[src/rtl/mem_xlat_arb_if.sv]
// mem_xlat_arb_if: bundle of the two requester channels (I fetch, D access)
// and the physical memory port served by mem_xlat_arb.
//
// Handshake rules (all channels):
//   A request transfers on a rising edge where valid & ready are both high.
//   A requester may drop valid before ready; nothing is then captured.
//   resp_valid is a single-cycle pulse with rdata valid in that cycle.
//   mem_valid is held, with stable fields, until mem_ready is seen.
//   mem_resp_valid is only honoured while a transaction is outstanding.
//
// Modports:
//   slave  - the arbiter (takes requests, drives the memory port)
//   master - the environment (requesters plus memory model)
interface mem_xlat_arb_if #(
  parameter int ADDR_W = 32,
  parameter int DATA_W = 32
);
  logic              i_req_valid;
  logic              i_req_ready;
  logic [ADDR_W-1:0] i_req_addr;
  logic              i_resp_valid;
  logic [DATA_W-1:0] i_resp_rdata;

  logic                d_req_valid;
  logic                d_req_ready;
  logic [ADDR_W-1:0]   d_req_addr;
  logic                d_req_wen;
  logic [DATA_W/8-1:0] d_req_wstrb;
  logic [DATA_W-1:0]   d_req_wdata;
  logic                d_resp_valid;
  logic [DATA_W-1:0]   d_resp_rdata;

  logic                mem_valid;
  logic                mem_ready;
  logic [ADDR_W-1:0]   mem_addr;
  logic                mem_wen;
  logic [DATA_W/8-1:0] mem_wstrb;
  logic [DATA_W-1:0]   mem_wdata;
  logic                mem_resp_valid;
  logic [DATA_W-1:0]   mem_rdata;

  modport slave (
    input  i_req_valid, i_req_addr,
    output i_req_ready, i_resp_valid, i_resp_rdata,
    input  d_req_valid, d_req_addr, d_req_wen, d_req_wstrb, d_req_wdata,
    output d_req_ready, d_resp_valid, d_resp_rdata,
    output mem_valid, mem_addr, mem_wen, mem_wstrb, mem_wdata,
    input  mem_ready, mem_resp_valid, mem_rdata
  );

  modport master (
    output i_req_valid, i_req_addr,
    input  i_req_ready, i_resp_valid, i_resp_rdata,
    output d_req_valid, d_req_addr, d_req_wen, d_req_wstrb, d_req_wdata,
    input  d_req_ready, d_resp_valid, d_resp_rdata,
    input  mem_valid, mem_addr, mem_wen, mem_wstrb, mem_wdata,
    output mem_ready, mem_resp_valid, mem_rdata
  );
endinterface

[src/rtl/mem_xlat_arb.sv]
// mem_xlat_arb: shares one fixed-mapping translation path and one memory
// port between instruction fetch (I) and data access (D). One transaction
// is outstanding at a time: IDLE (grant) -> ISSUE (mem handshake) ->
// WAIT (memory response) -> RESP (one-cycle pulse to the owner).
//
// Ports:
//   clk       - rising-edge clock
//   resetn    - synchronous active-low reset
//   bus       - mem_xlat_arb_if.slave: I/D request+response, memory port
//   dbg_state - current FSM state (0 IDLE, 1 ISSUE, 2 WAIT, 3 RESP)
//
// Build option:
//   MEM_ARB_RR_EN defined   -> round-robin between I and D on contention
//   MEM_ARB_RR_EN undefined -> fixed priority, D over I
module mem_xlat_arb #(
  parameter int ADDR_W = 32,
  parameter int DATA_W = 32
) (
  input  logic                clk,
  input  logic                resetn,
  mem_xlat_arb_if.slave       bus,
  output logic [1:0]          dbg_state
);
  localparam int STRB_W = DATA_W / 8;

  typedef enum logic [1:0] {
    IDLE  = 2'd0,
    ISSUE = 2'd1,
    WAIT  = 2'd2,
    RESP  = 2'd3
  } state_e;

  state_e              state_q, state_d;
  logic                owner_d_q, owner_d_d;   // 1 = D owns the transaction
  logic                mem_valid_q, mem_valid_d;
  logic [ADDR_W-1:0]   mem_addr_q, mem_addr_d;
  logic                mem_wen_q, mem_wen_d;
  logic [STRB_W-1:0]   mem_wstrb_q, mem_wstrb_d;
  logic [DATA_W-1:0]   mem_wdata_q, mem_wdata_d;
  logic [DATA_W-1:0]   rdata_q, rdata_d;
  logic                i_resp_q, i_resp_d;
  logic                d_resp_q, d_resp_d;
  logic                grant_i, grant_d;

  // kseg0/kseg1 (top two bits 2'b10) drop their top three bits; every
  // other segment passes through untouched.
  function automatic logic [ADDR_W-1:0] xlat(input logic [ADDR_W-1:0] v);
    logic [ADDR_W-1:0] p;
    p = v;
    if (v[ADDR_W-1 -: 2] == 2'b10) p[ADDR_W-1 -: 3] = 3'b000;
    return p;
  endfunction

`ifdef MEM_ARB_RR_EN
  // Remembers the last accepted requester; reset value means "I".
  logic last_d_q, last_d_d;
  assign grant_d = bus.d_req_valid & (~bus.i_req_valid | ~last_d_q);
`else
  assign grant_d = bus.d_req_valid;
`endif
  assign grant_i = bus.i_req_valid & ~grant_d;

  // Ready is the only combinational output: offered in IDLE to the winner.
  assign bus.i_req_ready = (state_q == IDLE) & grant_i;
  assign bus.d_req_ready = (state_q == IDLE) & grant_d;

  always_comb begin
    state_d     = state_q;
    owner_d_d   = owner_d_q;
    mem_valid_d = mem_valid_q;
    mem_addr_d  = mem_addr_q;
    mem_wen_d   = mem_wen_q;
    mem_wstrb_d = mem_wstrb_q;
    mem_wdata_d = mem_wdata_q;
    rdata_d     = rdata_q;
    i_resp_d    = 1'b0;
    d_resp_d    = 1'b0;
`ifdef MEM_ARB_RR_EN
    last_d_d    = last_d_q;
`endif
    case (state_q)
      IDLE: begin
        if (grant_i | grant_d) begin
          owner_d_d   = grant_d;
          mem_addr_d  = xlat(grant_d ? bus.d_req_addr : bus.i_req_addr);
          mem_wen_d   = grant_d & bus.d_req_wen;
          mem_wstrb_d = grant_d ? bus.d_req_wstrb : '0;
          mem_wdata_d = grant_d ? bus.d_req_wdata : '0;
          mem_valid_d = 1'b1;
          state_d     = ISSUE;
`ifdef MEM_ARB_RR_EN
          last_d_d    = grant_d;
`endif
        end
      end
      ISSUE: begin
        if (bus.mem_ready) begin
          mem_valid_d = 1'b0;
          // A response arriving with the handshake skips WAIT.
          if (bus.mem_resp_valid) begin
            rdata_d  = bus.mem_rdata;
            i_resp_d = ~owner_d_q;
            d_resp_d = owner_d_q;
            state_d  = RESP;
          end else begin
            state_d  = WAIT;
          end
        end
      end
      WAIT: begin
        if (bus.mem_resp_valid) begin
          rdata_d  = bus.mem_rdata;
          i_resp_d = ~owner_d_q;
          d_resp_d = owner_d_q;
          state_d  = RESP;
        end
      end
      RESP:    state_d = IDLE;
      default: state_d = IDLE;
    endcase
  end

  always_ff @(posedge clk) begin
    if (!resetn) begin
      state_q     <= IDLE;
      owner_d_q   <= 1'b0;
      mem_valid_q <= 1'b0;
      mem_addr_q  <= '0;
      mem_wen_q   <= 1'b0;
      mem_wstrb_q <= '0;
      mem_wdata_q <= '0;
      rdata_q     <= '0;
      i_resp_q    <= 1'b0;
      d_resp_q    <= 1'b0;
`ifdef MEM_ARB_RR_EN
      last_d_q    <= 1'b0;
`endif
    end else begin
      state_q     <= state_d;
      owner_d_q   <= owner_d_d;
      mem_valid_q <= mem_valid_d;
      mem_addr_q  <= mem_addr_d;
      mem_wen_q   <= mem_wen_d;
      mem_wstrb_q <= mem_wstrb_d;
      mem_wdata_q <= mem_wdata_d;
      rdata_q     <= rdata_d;
      i_resp_q    <= i_resp_d;
      d_resp_q    <= d_resp_d;
`ifdef MEM_ARB_RR_EN
      last_d_q    <= last_d_d;
`endif
    end
  end

  assign bus.mem_valid    = mem_valid_q;
  assign bus.mem_addr     = mem_addr_q;
  assign bus.mem_wen      = mem_wen_q;
  assign bus.mem_wstrb    = mem_wstrb_q;
  assign bus.mem_wdata    = mem_wdata_q;
  assign bus.i_resp_valid = i_resp_q;
  assign bus.d_resp_valid = d_resp_q;
  assign bus.i_resp_rdata = rdata_q;
  assign bus.d_resp_rdata = rdata_q;
  assign dbg_state        = state_q;
endmodule
[src/flat_wrapper.sv]
// flat-port wrapper written by rule: the top's interface ports become plain ports
module mem_xlat_arb_flat 
#(
  parameter int ADDR_W = 32,
  parameter int DATA_W = 32
)
  (clk, resetn, dbg_state, bus_i_req_valid, bus_i_req_addr, bus_i_req_ready, bus_i_resp_valid, bus_i_resp_rdata, bus_d_req_valid, bus_d_req_addr, bus_d_req_wen, bus_d_req_wstrb, bus_d_req_wdata, bus_d_req_ready, bus_d_resp_valid, bus_d_resp_rdata, bus_mem_valid, bus_mem_addr, bus_mem_wen, bus_mem_wstrb, bus_mem_wdata, bus_mem_ready, bus_mem_resp_valid, bus_mem_rdata);
  mem_xlat_arb_if #(.ADDR_W(ADDR_W), .DATA_W(DATA_W)) bus_i ();
  input  logic clk;
  input  logic resetn;
  output logic [1:0] dbg_state;
  input wire logic [$bits(bus_i.i_req_valid)-1:0] bus_i_req_valid;
  input wire logic [$bits(bus_i.i_req_addr)-1:0] bus_i_req_addr;
  output wire logic [$bits(bus_i.i_req_ready)-1:0] bus_i_req_ready;
  output wire logic [$bits(bus_i.i_resp_valid)-1:0] bus_i_resp_valid;
  output wire logic [$bits(bus_i.i_resp_rdata)-1:0] bus_i_resp_rdata;
  input wire logic [$bits(bus_i.d_req_valid)-1:0] bus_d_req_valid;
  input wire logic [$bits(bus_i.d_req_addr)-1:0] bus_d_req_addr;
  input wire logic [$bits(bus_i.d_req_wen)-1:0] bus_d_req_wen;
  input wire logic [$bits(bus_i.d_req_wstrb)-1:0] bus_d_req_wstrb;
  input wire logic [$bits(bus_i.d_req_wdata)-1:0] bus_d_req_wdata;
  output wire logic [$bits(bus_i.d_req_ready)-1:0] bus_d_req_ready;
  output wire logic [$bits(bus_i.d_resp_valid)-1:0] bus_d_resp_valid;
  output wire logic [$bits(bus_i.d_resp_rdata)-1:0] bus_d_resp_rdata;
  output wire logic [$bits(bus_i.mem_valid)-1:0] bus_mem_valid;
  output wire logic [$bits(bus_i.mem_addr)-1:0] bus_mem_addr;
  output wire logic [$bits(bus_i.mem_wen)-1:0] bus_mem_wen;
  output wire logic [$bits(bus_i.mem_wstrb)-1:0] bus_mem_wstrb;
  output wire logic [$bits(bus_i.mem_wdata)-1:0] bus_mem_wdata;
  input wire logic [$bits(bus_i.mem_ready)-1:0] bus_mem_ready;
  input wire logic [$bits(bus_i.mem_resp_valid)-1:0] bus_mem_resp_valid;
  input wire logic [$bits(bus_i.mem_rdata)-1:0] bus_mem_rdata;
  assign bus_i.i_req_valid = bus_i_req_valid;
  assign bus_i.i_req_addr = bus_i_req_addr;
  assign bus_i_req_ready = bus_i.i_req_ready;
  assign bus_i_resp_valid = bus_i.i_resp_valid;
  assign bus_i_resp_rdata = bus_i.i_resp_rdata;
  assign bus_i.d_req_valid = bus_d_req_valid;
  assign bus_i.d_req_addr = bus_d_req_addr;
  assign bus_i.d_req_wen = bus_d_req_wen;
  assign bus_i.d_req_wstrb = bus_d_req_wstrb;
  assign bus_i.d_req_wdata = bus_d_req_wdata;
  assign bus_d_req_ready = bus_i.d_req_ready;
  assign bus_d_resp_valid = bus_i.d_resp_valid;
  assign bus_d_resp_rdata = bus_i.d_resp_rdata;
  assign bus_mem_valid = bus_i.mem_valid;
  assign bus_mem_addr = bus_i.mem_addr;
  assign bus_mem_wen = bus_i.mem_wen;
  assign bus_mem_wstrb = bus_i.mem_wstrb;
  assign bus_mem_wdata = bus_i.mem_wdata;
  assign bus_i.mem_ready = bus_mem_ready;
  assign bus_i.mem_resp_valid = bus_mem_resp_valid;
  assign bus_i.mem_rdata = bus_mem_rdata;
  mem_xlat_arb #(.ADDR_W(ADDR_W), .DATA_W(DATA_W)) u_core (.clk(clk), .resetn(resetn), .bus(bus_i), .dbg_state(dbg_state));
endmodule
[config.mk]
export PLATFORM = sky130hd
export DESIGN_NAME = mem_xlat_arb_flat
export DESIGN_NICKNAME = d
export VERILOG_FILES = /design/src/rtl/mem_xlat_arb_if.sv /design/src/rtl/mem_xlat_arb.sv /design/src/flat_wrapper.sv
export SDC_FILE = /design/constraint.sdc
export NUM_CORES = 1
export LEC_CHECK = 0
export CORE_MARGIN = 8
export CORE_UTILIZATION = 37
export CTS_CLUSTER_DIAMETER = 150
export DETAILED_ROUTE_END_ITERATION = 12
export PLACE_DENSITY = 0.89
export RECOVER_POWER = 25
export SETUP_SLACK_MARGIN = 0.4
export SYNTH_ARGS = -nofsm -noshare
export SYNTH_HDL_FRONTEND = slang
export SYNTH_SLANG_ARGS = --single-unit
[constraint.sdc]
create_clock -name clk -period 1.9 [get_ports clk]
set_input_delay 0.57 -clock clk [delete_from_list [all_inputs] [get_ports clk]]
set_output_delay 0.57 -clock clk [all_outputs]
set_load 0.03 [all_outputs]
---- Yosys cells after proc, flatten, opt, wreduce, memory -nomap -nowiden ----
Cells that the tools add are included.
word-level totals
  register bits ........................... 107
cells by class
  eq/ne operators ......................... 7
  multiplexer cells ....................... 21
  bitwise operators ....................... 7
  reductions and logical operators ........ 7
operators with widths
  cell                                                  number
  2-to-1 mux 32 bit                                     4
  case mux 32 bit (2 select lines)                      1
  case mux 2 bit (4 select lines)                       1
  2-to-1 mux 1 bit                                      7
  equality test 2 bit (second input constant)           3
  2-to-1 mux 2 bit                                      3
  inequality test 2 bit (second input constant)         3
  case mux 1 bit (2 select lines)                       3
  AND reduction 3 bit                                   2
  bitwise AND 1 bit                                     4
  2-to-1 mux 4 bit                                      1
  AND reduction 2 bit                                   2
  nonzero test 2 bit                                    2
  2-to-1 mux 3 bit                                      1
  equality test 2 x 1 -> 1 bit (second input constant)  1
  logical NOT 2 bit                                     1
  inverter 1 bit                                        2
  OR 1 bit                                              1

---- Longest topological paths before layout ----
  word-level depth ........................ 5
  depth in mapped cells ................... 7

---- Worst setup path before layout ----
Ideal clock, no wire load.
  path kind ............................... register -> output
  start point ............................. reg u_core.state_q[0], in the netlist u_core.dbg_state[0]
  end point ............................... out bus_d_req_ready
  arrival ................................. 1.364 ns
  data required time ...................... 1.330 ns
  path slack .............................. -0.034 ns
  stages on the path, launching flop included .. 5
  path through ............................ dfxtp_1 > inv_1 > ha_1 > and2_2 > buf_2
on the way
  word-level cells in the longest chain between the ends .. 2
RTL lines
  item                    line                 RTL
  start, declared         mem_xlat_arb.sv:33   state_e state_q, state_d;
  start signal, assigned  mem_xlat_arb.sv:139  state_q <= state_d;
  logical NOT 2 bit       mem_xlat_arb.sv:65   assign bus.d_req_ready = (state_q == IDLE) & grant_d;
  bitwise AND 1 bit       mem_xlat_arb.sv:65
  end, declared           flat_wrapper.sv:22   output wire logic [$bits(bus_i.d_req_ready)-1:0] bus_d_req_ready;
Every way passes these cells.

---- Worst setup path in the final report ----
  start point ............................. reg u_core.state_q[0], in the netlist u_core.dbg_state[0]
  end point ............................... out bus_i_req_ready
on the way
  word-level cells in the longest chain between the ends .. 2
RTL lines
  item               line                RTL
  logical NOT 2 bit  mem_xlat_arb.sv:64  assign bus.i_req_ready = (state_q == IDLE) & grant_i;
  bitwise AND 1 bit  mem_xlat_arb.sv:64
  end, declared      flat_wrapper.sv:14  output wire logic [$bits(bus_i.i_req_ready)-1:0] bus_i_req_ready;
Every way passes these cells.

==> flow_summary.ini <==
[sta]
final_max_slew_viol_count = 0
timing.final.hold_violations = 0
min_period_over_period = 0.992
fin_crit_ns = 1.88
relSlewSlack = 0.488
fmax_ghz = 0.531
rsz0062_at_grt = yes
worst_pin_slew_ns = 0.768
setup_viol = 0
clock_skew_ns = 0.00900

[synthesis]
yosys.area_share.simple = 0.121
synthMuxAreaShare = 0.0722
synth_seq_area_share = 0.481
synth_nets = 628
synth_top_family_by_area = compound AO/OA/AOI/OAI gates
synth_edf_count = 0
synth_top_area_cell = dfxtp_1
synth_top_cell_area_share = 0.481
syn_area_sq_um = 4460
synth.avg_cell_area_sq_um = 9.19
async_flop_share = 0
synth_common_cells = 107 x dfxtp_1, 70 x nor2_1, 39 x buf_4, 37 x a22oi_1
synthXorXnorAreaFrac = 0
ys_types = 36
synth-compound-area-share = 0.211
synth_seq_cells = 107
synth_fa_ha_area_frac = 0.0112
yosys_warnings = 0
synth_most_common_cell = dfxtp_1
ys.flop_type = dfxtp_1
synthTopCellsByArea = dfxtp_1 48%, mux2i_1 7.0%, buf_4 6.6%, a22oi_1 6.2%, nor2_1 5.9%
synthCells = 485

[grt]
grt_pass1_wl_microns = 26800
grt_pass1_vias = 5019
antenna_found_initial = 0
grt.overflow.total = 0
grt_max_degree = 58
grtUsageTotal = 0.209

[place]
port_buffers = 278
dp_hpwl_microns = 12300
dp_cells = 854
gp_congestion = 0.773

[hold_path]
hold_depth = 1
worst_hold_path_type = register to register

[floorplanning]
io-pin-count = 279
core_area_sq_um = 11900
rows = 40
start_util = 0.376
die_h_microns = 126
die_width_microns = 126
dieArea_sq_um = 15800

[cts]
worstSkewPairLatency_ns = 0.34
h-tree-depth = 3
tritoncts = done
cts_root_buf = clkbuf_16
cts_hold_buf = 0
cts.sinks = 107
clockBufferDepth = 2
numCtsBuffers = 9
clk_pin_slew_worst_paths_ns = 0.08

[worst_setup_path]
crit_type = register to primary output
startpoint_type = register
crit_required_ns = 1.33
reg2reg_depth = 6
crit_family = flip-flops
crit_chain = inv_4 > ha_4 > and3b_2 > buf_12
crit_buf_inv = 2
crit_path_top_delay_cell = dfxtp_4
cp.depth = 4
end_kind = primary output
critPathMaxStageDelay_ns = 0.37
cp_data_arrival_time_ns = 1.31
crit_fanout = 4

[finish]
area.growth.synth_to_final_pct = 71.7
nets = 885
drive_above_1_share = 0.352
finalNonFillerCells = 894
n_antenna_cell = 0

[detailed_routing]
drtAntennaViolNets = 0
avgViaCountPerCell = 5.34
drt-wirelength-per-cell_microns = 20.2
vias = 4772
dr.first_iter.drc_count = 303
wl_microns = 18100
dr.pass1.iters = 5
drc = 0

[power_and_ir_drop]
total_power_uw = 11300
leakagePower_uw = 0.00325
max-vdd-ir-drop_v = 0.000660
power.density_nw_per_um2 = 1480

[run]
max_cap_viol_count = 0

[outcome]
status = complete, no violations
per-layer routing:
| layer | vias to the layer above | wire length (microns) | global-route usage |
|---|---|---|---|
| met5 | - | 0 | 0 |
| met3 | 45 | 1350 | 0.0624 |
| met1 | 2267 | 6590 | 0.208 |
| li1 | 2224 | - | - |
| met4 | 0 | 640 | 0.110 |
| met2 | 236 | 9500 | 0.387 |
flip-flops by register name, summed over array words and instances (netlist names):
signal	flops
u_core.bus.d_resp_rdata	32
u_core.bus.mem_addr	32
u_core.bus.mem_wdata	32
u_core.bus.mem_wstrb	4
u_core.dbg_state	2
u_core.bus.d_resp_valid	1
u_core.bus.i_resp_valid	1
u_core.bus.mem_valid	1
u_core.bus.mem_wen	1
u_core.owner_d_q	1
through the flow:
stage | instance area (sq um) | setup slack (ns) | TNS (ns) | hold slack (ns) | utilization
2_1_floorplan | 4500 | 0.319 | 0 | 0.408 | -
3_3_place_gp | 7230 | -0.0873 | -1.99 | 0.431 | 0.609
3_5_place_dp | 7230 | -0.146 | -5.74 | 0.441 | 0.609
4_1_cts | 7240 | 0.0104 | 0 | 0.461 | 0.611
5_1_grt | 7650 | -0.0152 | -0.0152 | 0.499 | 0.645
6_report | 7650 | 0.0160 | 0 | 0.458 | 0.645
cell type report:
type | count | area [sq um]
fillers | 954 | 4210
repair buffers | 316 | 2860
flip-flops and latches | 107 | 2170
multi-input cells | 303 | 2110
clock buffers | 10 | 250
well taps | 147 | 184
clock inverters | 6 | 53.8
inverters | 5 | 23.8
layout by cell type, fill, tap and decap left out, types with 15 or more instances in the layout:
master	instances
a22oi_1	37
mux2i_1	30
clkbuf_4	20
a21oi_1	34
nand3_1	24
a211oi_1	19
clkdlybuf4s50_1	134
nor2_1	70
buf_2	49
buf_4	80
o21ai_0	18
dfxtp_2	16
buf_6	15
dfxtp_1	89
kinds of logic (layout without fill, tap and decap cells):
family	count (synthesis)	in the layout
flops	107	107
compound gates	145	146
buf+inv	79	337
simple gates	118	118
mux	32	35
fa+ha+maj	4	4
worst register-to-register path, stage by stage, from the launching register on:
cell	delay (ns)
dfxtp_4	0.36
inv_4	0.06
ha_4	0.17
and2_2	0.17
clkbuf_2	0.60
a22oi_1	0.21
nor2_1	0.16
path summary, 6_finish.rpt:
kind,startpoint,endpoint,slack (ns)
worst max-delay path,u_core.dbg_state[0]$_SDFFE_PN0P_,bus_i_req_ready,0.02
worst min-delay path,u_core.owner_d_q$_SDFFE_PN0P_,u_core.bus.i_resp_valid$_SDFF_PN0_,0.46
worst max register to register,u_core.dbg_state[1]$_SDFFE_PN0P_,u_core.bus.mem_wstrb[3]$_SDFFE_PN0P_,0.11
worst min register to register,u_core.owner_d_q$_SDFFE_PN0P_,u_core.bus.i_resp_valid$_SDFF_PN0_,0.46
report_power, final:
group	total (uW)	switching (uW)	internal [uW]
sequential	3170	351	2820
combinational	6260	3580	2690
clock	1890	900	994
total	11300	4830	6500
what timing repair did:
action	4_1_cts	5_1_grt
pin swaps	14	12
setup endpoints to repair	217	166
gates resized for setup	746	167
setup buffers	12	1
cloned	6	5
(Power assumes the default switching activity.)
